[src/rtl/ifu_fetch_queue_pkg.sv]
// Shared fetch-stage constants and the {inst, pc} entry type buffered by the fetch queue.
// The PC register uses the same reset/base values.
package ifu_fetch_queue_pkg;

    localparam int unsigned INSTR_W      = 32;
    localparam logic [31:0] PC_RESET_VAL = 32'h0000_3000;
    localparam logic [31:0] IM_BASE_VAL  = 32'h0000_3000;
    localparam int unsigned IM_AW_DEF    = 12;
    localparam int unsigned DEPTH_DEF    = 4;

    typedef struct packed {
        logic [INSTR_W-1:0] inst;
        logic [31:0]        pc;
    } fq_entry_t;

    function automatic logic [31:0] pc_align(input logic [31:0] pc);
        return pc & ~32'd3;
    endfunction

endpackage

[src/rtl/ifu_fetch_queue_if.sv]
// Fetch-queue bus: PC register loop, instruction-memory read port, redirect and decode handshake.
// The master side is the fetch queue; the slave side is PC register, imem and decode.
interface ifu_fetch_queue_if #(
    parameter int unsigned IM_AW = 12,
    parameter int unsigned DEPTH = 4
);
    localparam int unsigned CNT_W = $clog2(DEPTH) + 1;

    logic [31:0]      cur_pc;
    logic [31:0]      next_pc;
    logic [IM_AW-1:0] imem_addr;
    logic [31:0]      imem_rdata;
    logic             redirect_valid;
    logic [31:0]      redirect_pc;
    logic             inst_valid;
    logic             inst_ready;
    logic [31:0]      inst;
    logic [31:0]      inst_pc;
    logic [CNT_W-1:0] count;

    modport master (
        input  cur_pc, imem_rdata, redirect_valid, redirect_pc, inst_ready,
        output next_pc, imem_addr, inst_valid, inst, inst_pc, count
    );

    modport slave (
        output cur_pc, imem_rdata, redirect_valid, redirect_pc, inst_ready,
        input  next_pc, imem_addr, inst_valid, inst, inst_pc, count
    );

endinterface

[src/rtl/ifu_fetch_queue_fifo.sv]
// DEPTH-entry {inst, pc} FIFO with naturally wrapping pointers and a flush that
// empties the queue by snapping the read pointer onto the write pointer.
module ifu_fetch_queue_fifo
    import ifu_fetch_queue_pkg::*;
#(
    parameter int unsigned  DEPTH = DEPTH_DEF,
    localparam int unsigned PW    = $clog2(DEPTH),
    localparam int unsigned CNT_W = PW + 1
) (
    input  logic             clk_i,
    input  logic             reset_i,
    input  logic             flush_i,
    input  logic             push_i,
    input  fq_entry_t        wdata_i,
    input  logic             pop_i,
    output fq_entry_t        head_o,
    output logic [CNT_W-1:0] count_o
);

    fq_entry_t        mem_q [DEPTH];
    logic [PW-1:0]    wr_ptr_q, wr_ptr_d;
    logic [PW-1:0]    rd_ptr_q, rd_ptr_d;
    logic [CNT_W-1:0] count_q, count_d;
    logic             wr_en;

    always_comb begin
        wr_ptr_d = wr_ptr_q;
        rd_ptr_d = rd_ptr_q;
        count_d  = count_q;
        wr_en    = push_i && !flush_i && !reset_i;
        if (flush_i) begin
            rd_ptr_d = wr_ptr_q;
            count_d  = '0;
        end else begin
            if (push_i) wr_ptr_d = wr_ptr_q + PW'(1);
            if (pop_i)  rd_ptr_d = rd_ptr_q + PW'(1);
            count_d = count_q + CNT_W'(push_i) - CNT_W'(pop_i);
        end
    end

    always_ff @(posedge clk_i) begin
        if (reset_i) begin
            wr_ptr_q <= '0;
            rd_ptr_q <= '0;
            count_q  <= '0;
        end else begin
            wr_ptr_q <= wr_ptr_d;
            rd_ptr_q <= rd_ptr_d;
            count_q  <= count_d;
        end
    end

    // Storage carries no reset; occupancy alone decides what is visible.
    always_ff @(posedge clk_i) begin
        if (wr_en) mem_q[wr_ptr_q] <= wdata_i;
    end

    assign head_o  = mem_q[rd_ptr_q];
    assign count_o = count_q;

endmodule

[src/rtl/ifu_fetch_queue.sv]
// Next-PC / fetch-buffer stage: issues one imem read per cycle while credit allows,
// buffers the returning {inst, pc} pairs and presents them to decode.
module ifu_fetch_queue
    import ifu_fetch_queue_pkg::*;
#(
    parameter int unsigned DEPTH    = DEPTH_DEF,
    parameter logic [31:0] PC_RESET = PC_RESET_VAL,
    parameter logic [31:0] IM_BASE  = IM_BASE_VAL,
    parameter int unsigned IM_AW    = IM_AW_DEF
) (
    input  logic            clk_i,
    input  logic            reset_i,
    ifu_fetch_queue_if.master bus
);

    localparam int unsigned CNT_W = $clog2(DEPTH) + 1;

    logic             req_v_q, req_v_d;
    logic [31:0]      req_pc_q, req_pc_d;
    logic             issue, push, pop;
    logic [CNT_W-1:0] count;
    fq_entry_t        head, wdata;

    // Credit counts the in-flight word but not a same-cycle pop, so a push can never overflow.
    always_comb begin
        issue = !reset_i && !bus.redirect_valid &&
                (({1'b0, count} + (CNT_W+1)'(req_v_q)) < (CNT_W+1)'(DEPTH));
        bus.imem_addr = IM_AW'((bus.cur_pc - IM_BASE) >> 2);
        if (reset_i)                 bus.next_pc = PC_RESET;
        else if (bus.redirect_valid) bus.next_pc = pc_align(bus.redirect_pc);
        else if (issue)              bus.next_pc = bus.cur_pc + 32'd4;
        else                         bus.next_pc = bus.cur_pc;
    end

    always_comb begin
        req_v_d  = issue;
        req_pc_d = issue ? bus.cur_pc : req_pc_q;
        push     = req_v_q && !bus.redirect_valid && !reset_i;
        pop      = bus.inst_valid && bus.inst_ready && !bus.redirect_valid && !reset_i;
        wdata    = '{inst: bus.imem_rdata, pc: req_pc_q};
    end

    always_ff @(posedge clk_i) begin
        if (reset_i) begin
            req_v_q  <= 1'b0;
            req_pc_q <= '0;
        end else begin
            req_v_q  <= req_v_d;
            req_pc_q <= req_pc_d;
        end
    end

    ifu_fetch_queue_fifo #(.DEPTH(DEPTH)) u_fifo (
        .clk_i   (clk_i),
        .reset_i (reset_i),
        .flush_i (bus.redirect_valid),
        .push_i  (push),
        .wdata_i (wdata),
        .pop_i   (pop),
        .head_o  (head),
        .count_o (count)
    );

    always_comb begin
        bus.count      = count;
        bus.inst_valid = (count != '0);
        bus.inst       = head.inst;
        bus.inst_pc    = head.pc;
    end

endmodule

[src/flat_wrapper.sv]
// flat-port wrapper written by rule: the top's interface ports become plain ports
module ifu_fetch_queue_flat import ifu_fetch_queue_pkg::*;
#(
    parameter int unsigned DEPTH    = DEPTH_DEF,
    parameter logic [31:0] PC_RESET = PC_RESET_VAL,
    parameter logic [31:0] IM_BASE  = IM_BASE_VAL,
    parameter int unsigned IM_AW    = IM_AW_DEF
)
  (clk_i, reset_i, bus_cur_pc, bus_imem_rdata, bus_redirect_valid, bus_redirect_pc, bus_inst_ready, bus_next_pc, bus_imem_addr, bus_inst_valid, bus_inst, bus_inst_pc, bus_count);
  ifu_fetch_queue_if #(.IM_AW(IM_AW), .DEPTH(DEPTH)) bus_i ();
  input  logic clk_i;
  input  logic reset_i;
  input wire logic [$bits(bus_i.cur_pc)-1:0] bus_cur_pc;
  input wire logic [$bits(bus_i.imem_rdata)-1:0] bus_imem_rdata;
  input wire logic [$bits(bus_i.redirect_valid)-1:0] bus_redirect_valid;
  input wire logic [$bits(bus_i.redirect_pc)-1:0] bus_redirect_pc;
  input wire logic [$bits(bus_i.inst_ready)-1:0] bus_inst_ready;
  output wire logic [$bits(bus_i.next_pc)-1:0] bus_next_pc;
  output wire logic [$bits(bus_i.imem_addr)-1:0] bus_imem_addr;
  output wire logic [$bits(bus_i.inst_valid)-1:0] bus_inst_valid;
  output wire logic [$bits(bus_i.inst)-1:0] bus_inst;
  output wire logic [$bits(bus_i.inst_pc)-1:0] bus_inst_pc;
  output wire logic [$bits(bus_i.count)-1:0] bus_count;
  assign bus_i.cur_pc = bus_cur_pc;
  assign bus_i.imem_rdata = bus_imem_rdata;
  assign bus_i.redirect_valid = bus_redirect_valid;
  assign bus_i.redirect_pc = bus_redirect_pc;
  assign bus_i.inst_ready = bus_inst_ready;
  assign bus_next_pc = bus_i.next_pc;
  assign bus_imem_addr = bus_i.imem_addr;
  assign bus_inst_valid = bus_i.inst_valid;
  assign bus_inst = bus_i.inst;
  assign bus_inst_pc = bus_i.inst_pc;
  assign bus_count = bus_i.count;
  ifu_fetch_queue #(.DEPTH(DEPTH), .PC_RESET(PC_RESET), .IM_BASE(IM_BASE), .IM_AW(IM_AW)) u_core (.clk_i(clk_i), .reset_i(reset_i), .bus(bus_i));
endmodule
[config.mk]
export PLATFORM = sky130hd
export DESIGN_NAME = ifu_fetch_queue_flat
export DESIGN_NICKNAME = d
export VERILOG_FILES = /design/src/rtl/ifu_fetch_queue_pkg.sv /design/src/rtl/ifu_fetch_queue_if.sv /design/src/rtl/ifu_fetch_queue_fifo.sv /design/src/rtl/ifu_fetch_queue.sv /design/src/flat_wrapper.sv
export SDC_FILE = /design/constraint.sdc
export NUM_CORES = 1
export LEC_CHECK = 0
export CORE_ASPECT_RATIO = 0.7
export CORE_MARGIN = 3
export CORE_UTILIZATION = 45
export CTS_CLUSTER_SIZE = 28
export DETAILED_ROUTE_END_ITERATION = 10
export PLACE_DENSITY = 0.7
export SYNTH_ARGS = -nofsm -noshare
export SYNTH_HDL_FRONTEND = slang
export SYNTH_SLANG_ARGS = --single-unit
[constraint.sdc]
create_clock -name clk_i -period 4.7 [get_ports clk_i]
set_input_delay 1.175 -clock clk_i [delete_from_list [all_inputs] [get_ports clk_i]]
set_output_delay 1.175 -clock clk_i [all_outputs]
set_load 0.01 [all_outputs]
## Word-level counts from Yosys, hierarchy flattened

Memories as Yosys holds them, arrays and structs flattened. A register that Yosys moved wholly into a read port is not among the register bits.
Cells that the tools add are included.

- Bits in registers: 40
- RAM bits: 256
- Input bits: 100
- Output and inout bits: 112
- Word-level logic and storage cells: 39
- Memories: 1

Memory list:

| memory | depth | width | read ports | clocked after memory_dff | write ports | RTL line | source |
|---|---|---|---|---|---|---|---|
| u_core.u_fifo.mem_q | 4 | 64 | 1 | 1 | 1 | ifu_fetch_queue_fifo.sv:20 | `fq_entry_t mem_q [DEPTH];` |

- Add/sub/neg operators: 7
- Magnitude comparators: 1
- Mux-type cells: 9
- Bitwise gates (word level): 1
- Reductions and logical operators: 15

Operators with widths:

| operator | number |
|---|---|
| 2-to-1 mux 32 bit | 3 |
| adder 32 x 3 -> 32 bit, second input constant | 1 |
| subtractor 14 bit, second input constant | 1 |
| logical AND 1 bit | 9 |
| 2-to-1 mux 2 bit | 4 |
| adder 2 x 1 -> 2 bit, second input constant | 2 |
| adder 3 x 1 -> 4 bit | 1 |
| < comparator 4 x 3 -> 1 bit, second input constant | 1 |
| adder 3 x 1 -> 3 bit | 1 |
| nonzero test 3 bit | 1 |
| subtractor 3 x 1 -> 3 bit | 1 |
| zero test 1 bit | 2 |
| 2-to-1 mux 1 bit | 2 |
| AND reduction 2 bit | 1 |
| nonzero test 2 bit | 1 |
| OR reduction 2 bit | 1 |
| NOT 1 bit | 1 |

## Longest topological paths before layout

Gate-level depths: netlist of run 1.

- Word-level depth: 8
- Depth in mapped cells: 10
- Depth with buffers taken out: 8

## By module

A second synthesis of run 1 with hierarchy kept.

- Cells, all modules: 757
- Area total of the unflattened synthesis: 12325.6 sq um

By module, submodules not included:

| module | times used | cells an instance | area an instance (sq um) | sequential area each (sq um) |
|---|---|---|---|---|
| ifu_fetch_queue_fifo | 1 | 379 | 9759.4 | 7867.5 |
| ifu_fetch_queue | 1 | 378 | 2566.2 | 660.6 |

## Worst setup path after synthesis of run 1

OpenSTA, ideal clock, no wires.

- Path type: input to output
- Start: input bus_cur_pc[7]
- End: output bus_next_pc[27]
- Arrival: 2.936 ns
- Data required time: 3.525 ns
- Slack: 0.589 ns
- Stages on the path: 6
- Buffers on the path: 2
- Path through: buf_6 -> nand4_4 -> or4_4 -> buf_6 -> o41a_1 -> a2111oi_1

- Word-level cells in the longest chain between the ends: 4

Ends and longest elaborated chain:

| what | RTL line | source |
|---|---|---|
| from (decl) | flat_wrapper.sv:13 | `input wire logic [$bits(bus_i.cur_pc)-1:0] bus_cur_pc;` |
| adder 32 x 3 -> 32 bit | ifu_fetch_queue.sv:31 | `else if (issue) bus.next_pc = bus.cur_pc + 32'd4;` |
| 2-to-1 mux 32 bit | ifu_fetch_queue.sv:31 |  |
| 2-to-1 mux 32 bit | ifu_fetch_queue.sv:30 | `else if (bus.redirect_valid) bus.next_pc = pc_align(bus.redirect_pc);` |
| 2-to-1 mux 32 bit | ifu_fetch_queue.sv:29 | `if (reset_i) bus.next_pc = PC_RESET;` |
| to (decl) | flat_wrapper.sv:18 | `output wire logic [$bits(bus_i.next_pc)-1:0] bus_next_pc;` |

No other way between the ends.

## Final worst setup path of run 1

- Start: input bus_cur_pc[9]
- End: output bus_next_pc[26]

The elaborated chain is that of the path after synthesis.

==> flow_summary.toml, run 1 <==
[place]
dp_hpwl_um = 19000
pre_cts_ws_ps = -408
dpl_cell_area_mm2 = 0.0153
io_buffers = 209
routabilityCongestion = 0.873
placed_cells = 1339

[die]
fp.dieArea_mm2 = 0.0292
rows = 49
start_util = 0.467
die_h_um = 144
core_mm2 = 0.0262
ios = 212
die_w_um = 203

[finish]
final_nets = 1122
final_area_mm2 = 0.0162
area_growth_pct = 32.5
antenna_cells = 0
final_cells = 1391
drive_above_1_share = 0.228

[setup_path]
cp_max_fo = 14
slowest_stage = "clkdlybuf4s50_1"
crit_arrival_ps = 3440
critPathBufInv = 4
path_class = "in -> out"
critical-path-top-delay-family = "buffers and inverters"
end_kind = "output pin"
cp-start-kind = "input pin"
path_cells = "clkdlybuf4s50_1 -> buf_4 -> and4_2 -> nand4_1 -> buf_12 -> or4_1 -> a311oi_2 -> buf_2"
slowest_delay_ps = 540
rrSetupSlack_ps = 2370
cp.required_ps = 3520

[yosys]
synthesis.area_per_instance_um2 = 16.4
synth.distinct_cells = 57
synth_top_area_frac = 0.628
yosysWarnings = 0
synth_edf_count = 256
ys_ff_latch = 298
ys_async_sr_fraction = 0
synthesis.area_mm2 = 0.0122
synth_top_cell_by_area = "edfxtp_1"
synthCells = 744
synthesis.nets = 854
ys.flop_type = "edfxtp_1"
ys_seq_area_frac = 0.697
synth.area.top_cells = "edfxtp_1 63%, mux4_2 12%, dfxtp_1 6.9%"
netlist_top_cells_count = "256 x edfxtp_1, 80 x nand2_1, 64 x mux4_2, 42 x dfxtp_1, 35 x a21oi_1"
yosysMostFrequentCell = "edfxtp_1"

[grt]
track_usage = 0.198
grt_pass1_wl_um = 45000
antenna_found_initial = 0
grt_pass1_vias = 7752
overflow = 0
grt_max_degree = 76

[power_and_ir_drop]
power_leakage_nw = 5.52
ir_drop_mv = 0.298
power_density_mw_per_mm2 = 343
comb_power_share = 0.083
swShare = 0.214
seqPwrFrac = 0.525
internal_power_w = 0.00437
switchingPower_w = 0.00119
p_clk_frac = 0.392

[drt]
initialDrtViolationCount = 572
first_pass_iters = 4
postRouteAntennaNets = 0
vias_per_cell = 5.45
vias = 7582
drcViolationCount = 0
wirelength_um = 28900
wire_per_inst_um = 20.8

[timing]
finalSetupTns_ps = 0
fmaxAchievable_mhz = 217
skew_ps = 11.7
finalSetupViolations = 0
rsz0062_at_grt = "false"
fin_ws_ps = 87.6
slew_viol_final = 0
period_share = 0.981
final_hold_viol_count = 0
slew-limit-headroom = 0.340
hold_slack_ps = 501
finalCriticalPeriod_ps = 4610
worst_pin_slew_ps = 990

[clocking]
clockBufferDepth = 3
clock_latency_ps = 530
post_cts_buffers = 0
cts_tree = "built"
postCtsHoldBufs = 0
root_buffer = "clkbuf_16"
clk_pin_slew_ps = 60
cts-buffers-inserted = 28
clock_sinks = 298
htreeDepth = 1

[min_path]
hold_class = "reg -> reg"

[status]
status = "finished clean"

[flow_run]
maxCapViolCount = 0
-- worst min-delay path, stage by stage (launching register included) --
cell	delay, ps
dfxtp_1	340
nand2_1	60
a21oi_1	50
-- per-stage QoR --
stage	utilization	power (W)
5_1_grt	0.619	0.00576
3_5_place_dp	0.583	0.00344
4_1_cts	0.618	0.00561
3_3_place_gp	0.583	0.00344
2_1_floorplan	-	0.00316
6_report	0.619	0.00556
-- cell families (layout without fill, tap and decap cells) --
family / Yosys count / count (layout) / share of synthesized area
DFF: 298 / 298 / 0.697
adders and majority gates: 10 / 10 / 0.0108
buffers and inverters: 72 / 362 / 0.0287
muxes: 64 / 64 / 0.118
and+or+nand+nor: 192 / 192 / 0.0797
AOI/OAI and AO/OA: 102 / 102 / 0.0614
xor gates and xnor gates: 6 / 6 / 0.00430
-- repair_timing --
item	in CTS	in global routing
hold endpoints to repair	0	0
resized for setup	41	34
setup endpoints to repair	27	16
pin swaps	0	0
-- cell type report --
class | instances | area [um^2]
inverters | 15 | 56.3
clock buffers | 37 | 808
repair buffers | 295 | 2800
well taps | 357 | 447
clock inverters | 15 | 103
multi-input cells | 374 | 3460
flip-flops and latches | 298 | 8540
fillers | 1968 | 9970
-- flip-flops by register name, indices dropped and copies added (netlist names), named ones only --
name / cells
u_core.u_fifo.rd_ptr_q: 2
u_core.u_fifo.wr_ptr_q: 2
u_core.req_v_q: 1
u_core.u_fifo.count_o: 3
u_core.u_fifo.mem_q: 256
u_core.req_pc_q: 32
-- metal layers --
| layer | wire length [um] | share of wire | track usage |
|---|---|---|---|
| met5 | 0 | 0 | 0 |
| met4 | 354 | 0.012 | 0.0337 |
| met3 | 2160 | 0.075 | 0.0410 |
| met2 | 13700 | 0.47 | 0.324 |
| met1 | 12700 | 0.44 | 0.285 |
-- cell usage in the layout, fill, tap and decap left out, types with 10 or more instances in the layout --
| cell type | count |
|---|---|
| a21oi_1 | 35 |
| a311oi_1 | 16 |
| buf_4 | 77 |
| clkbuf_16 | 31 |
| clkdlybuf4s50_1 | 181 |
| dfxtp_1 | 40 |
| dlygate4sd2_1 | 12 |
| edfxtp_1 | 256 |
| inv_1 | 13 |
| mux4_2 | 64 |
| nand2_1 | 80 |
| nand3_1 | 11 |
| nand4_1 | 10 |
| nor2_1 | 27 |
| o31ai_1 | 12 |
-- worst paths after layout --
kind	startpoint	to	cells after the start
worst max-delay path	bus_cur_pc[9]	bus_next_pc[26]	8
worst min-delay path	u_core.req_pc_q[11]	u_core.req_pc_q[11]	2
worst max register to register	u_core.u_fifo.count_o[0]	u_core.u_fifo.count_o[2]	8
worst min register to register	u_core.req_pc_q[11]	u_core.req_pc_q[11]	2
-- power groups by stage --
stage,Sequential [W],Combinational [W],Clock [W]
floorplan,0.00296,0.000193,0
global placement,0.00298,0.000462,0
detailed placement,0.00298,0.000465,0
CTS,0.00292,0.000464,0.00223
global route,0.00292,0.000495,0.00235
finish,0.00292,0.000461,0.00218
(Power assumes the default switching activity.)
==> run 2, diff against run 1 <==
--- a/config.mk
+++ b/config.mk
@@ -10,7 +10,7 @@
 export CORE_UTILIZATION = 45
 export CTS_CLUSTER_SIZE = 28
 export DETAILED_ROUTE_END_ITERATION = 10
-export PLACE_DENSITY = 0.7
+export PLACE_DENSITY = 0.72
 export SYNTH_ARGS = -nofsm -noshare
 export SYNTH_HDL_FRONTEND = slang
 export SYNTH_SLANG_ARGS = --single-unit
==> constraint.sdc (replaced) <==
create_clock -name clk_i -period 4.1 [get_ports clk_i]
set_input_delay 1.025 -clock clk_i [delete_from_list [all_inputs] [get_ports clk_i]]
set_output_delay 1.025 -clock clk_i [all_outputs]
set_load 0.01 [all_outputs]
==> flow_summary.toml, run 2 (synthesized netlist as in run 1, its figures left out) <==
[clocking]
clock_latency_ps = 520
cts-buffers-inserted = 28
clockBufferDepth = 3
cts_tree = "built"
htreeDepth = 1
clk_pin_slew_ps = 60
root_buffer = "clkbuf_16"
clock_sinks = 298
postCtsHoldBufs = 0

[finish]
drive_above_1_share = 0.251
final_area_mm2 = 0.0164
final-seq-area_mm2 = 0.00854
final_nets = 1138
area_growth_pct = 33.7
mostFrequentLayoutCell = "edfxtp_1"
final_cell_mix = "256 x edfxtp_1, 166 x clkdlybuf4s50_1, 93 x buf_4, 80 x nand2_1, 64 x mux4_2"
fill_cells = 1927
fin_util = 0.625
largest_reg_flops = 256
antenna_cells = 0
top_register = "u_core.u_fifo.mem_q"
multi_input_area_mm2 = 0.00354

[die]
core_mm2 = 0.0262
die_w_um = 203
die_h_um = 144
fp.dieArea_mm2 = 0.0292
rows = 49
start_util = 0.467
ios = 212

[setup_path]
critPathBufInv = 4
cp-start-kind = "input pin"
path_cells = "clkbuf_2 -> a311oi_4 -> buf_6 -> o211ai_1 -> buf_4 -> or3_1 -> a2111oi_2 -> buf_2"
end_kind = "output pin"
slowest_delay_ps = 380
critical-path-top-delay-family = "compound AO/OA/AOI/OAI gates"
path_class = "in -> out"
cp.required_ps = 3070
slowest_stage = "or3_1"
crit_arrival_ps = 3010
cp_max_fo = 3

[power_and_ir_drop]
p_clk_frac = 0.402
swShare = 0.205
ir_drop_mv = 0.270
internal_power_w = 0.00517
switchingPower_w = 0.00133
power_density_mw_per_mm2 = 398
seqPwrFrac = 0.514
comb_power_share = 0.084
power_leakage_nw = 5.59

[drt]
postRouteAntennaNets = 0
vias_per_cell = 5.59
initialDrtViolationCount = 568
drcViolationCount = 0
vias = 7862
first_pass_iters = 5
wire_per_inst_um = 21.3
wirelength_um = 30000

[grt]
grt_max_degree = 65
track_usage = 0.204
overflow = 0
grt_pass1_wl_um = 46200
antenna_found_initial = 0
grt_pass1_vias = 7982

[timing]
final_hold_viol_count = 0
slew_viol_final = 0
finalSetupTns_ps = 0
finalCriticalPeriod_ps = 4030
fmaxAchievable_mhz = 248
slew-limit-headroom = 0.313
worst_pin_slew_ps = 1030
hold_slack_ps = 482
skew_ps = 10.1
finalSetupViolations = 0
period_share = 0.983

[place]
dpl_cell_area_mm2 = 0.0152
io_buffers = 209
dp_hpwl_um = 19100
routabilityCongestion = 0.906

[status]
status = "finished clean"

[flow_run]
maxCapViolCount = 0

[min_path]
hold_class = "reg -> reg"
run 2: worst min-delay path: stages, from the launching register on:
cell,delay (ps)
dfxtp_1,310
nand3_1,60
a21oi_1,60
run 2: cell type report:
type / count / area share
flip-flops and latches: 298 / 0.522
multi-input cells: 374 / 0.216
repair buffers: 311 / 0.173
clock buffers: 35 / 0.0464
well taps: 357 / 0.0273
clock inverters: 17 / 0.0115
inverters: 15 / 0.00344
run 2: power groups by stage:
stage	Combinational, W	Clock (W)	Sequential (W)
after global routing	0.000584	0.00280	0.00335
after detailed placement	0.000546	0	0.00341
after floorplan	0.000221	0	0.00340
final	0.000544	0.00261	0.00334
after global placement	0.000542	0	0.00341
after CTS	0.000542	0.00267	0.00335
run 2: timing repair:
action                                  CTS  global route
gates cloned                              1             0
gates resized for setup                 107            27
endpoints found under the setup margin   30            23
pin swaps                                12             5
setup buffers                             8             0
run 2: path summary, 6_finish.rpt:
| check | end | depth (start not counted) | slack (ps) | startpoint |
|---|---|---|---|---|
| worst min-delay path | flip-flop | 2 | 480 | u_core.u_fifo.rd_ptr_q[1] |
| worst max-delay path | bus_next_pc[19] | 8 | 70 | bus_redirect_valid |
| worst min register to register | flip-flop | 2 | 480 | u_core.u_fifo.rd_ptr_q[1] |
| worst max register to register | u_core.u_fifo.count_o[2] | 9 | 1650 | u_core.u_fifo.count_o[0] |
run 2: layer usage:
metal	part of all wire	up-vias	GRT usage
li1	-	3549	-
met1	0.43	3959	0.288
met2	0.47	310	0.331
met3	0.081	44	0.0478
met4	0.018	0	0.0449
met5	0	-	0
run 2: through the flow:
stage	setup slack [ps]	power, W	instances
detailed placement	-644	0.00396	1346
global placement	-614	0.00395	1346
CTS	-71.9	0.00656	1407
finish	68.4	0.00650	1407
global route	-14.3	0.00673	1407
floorplan	289	0.00362	744
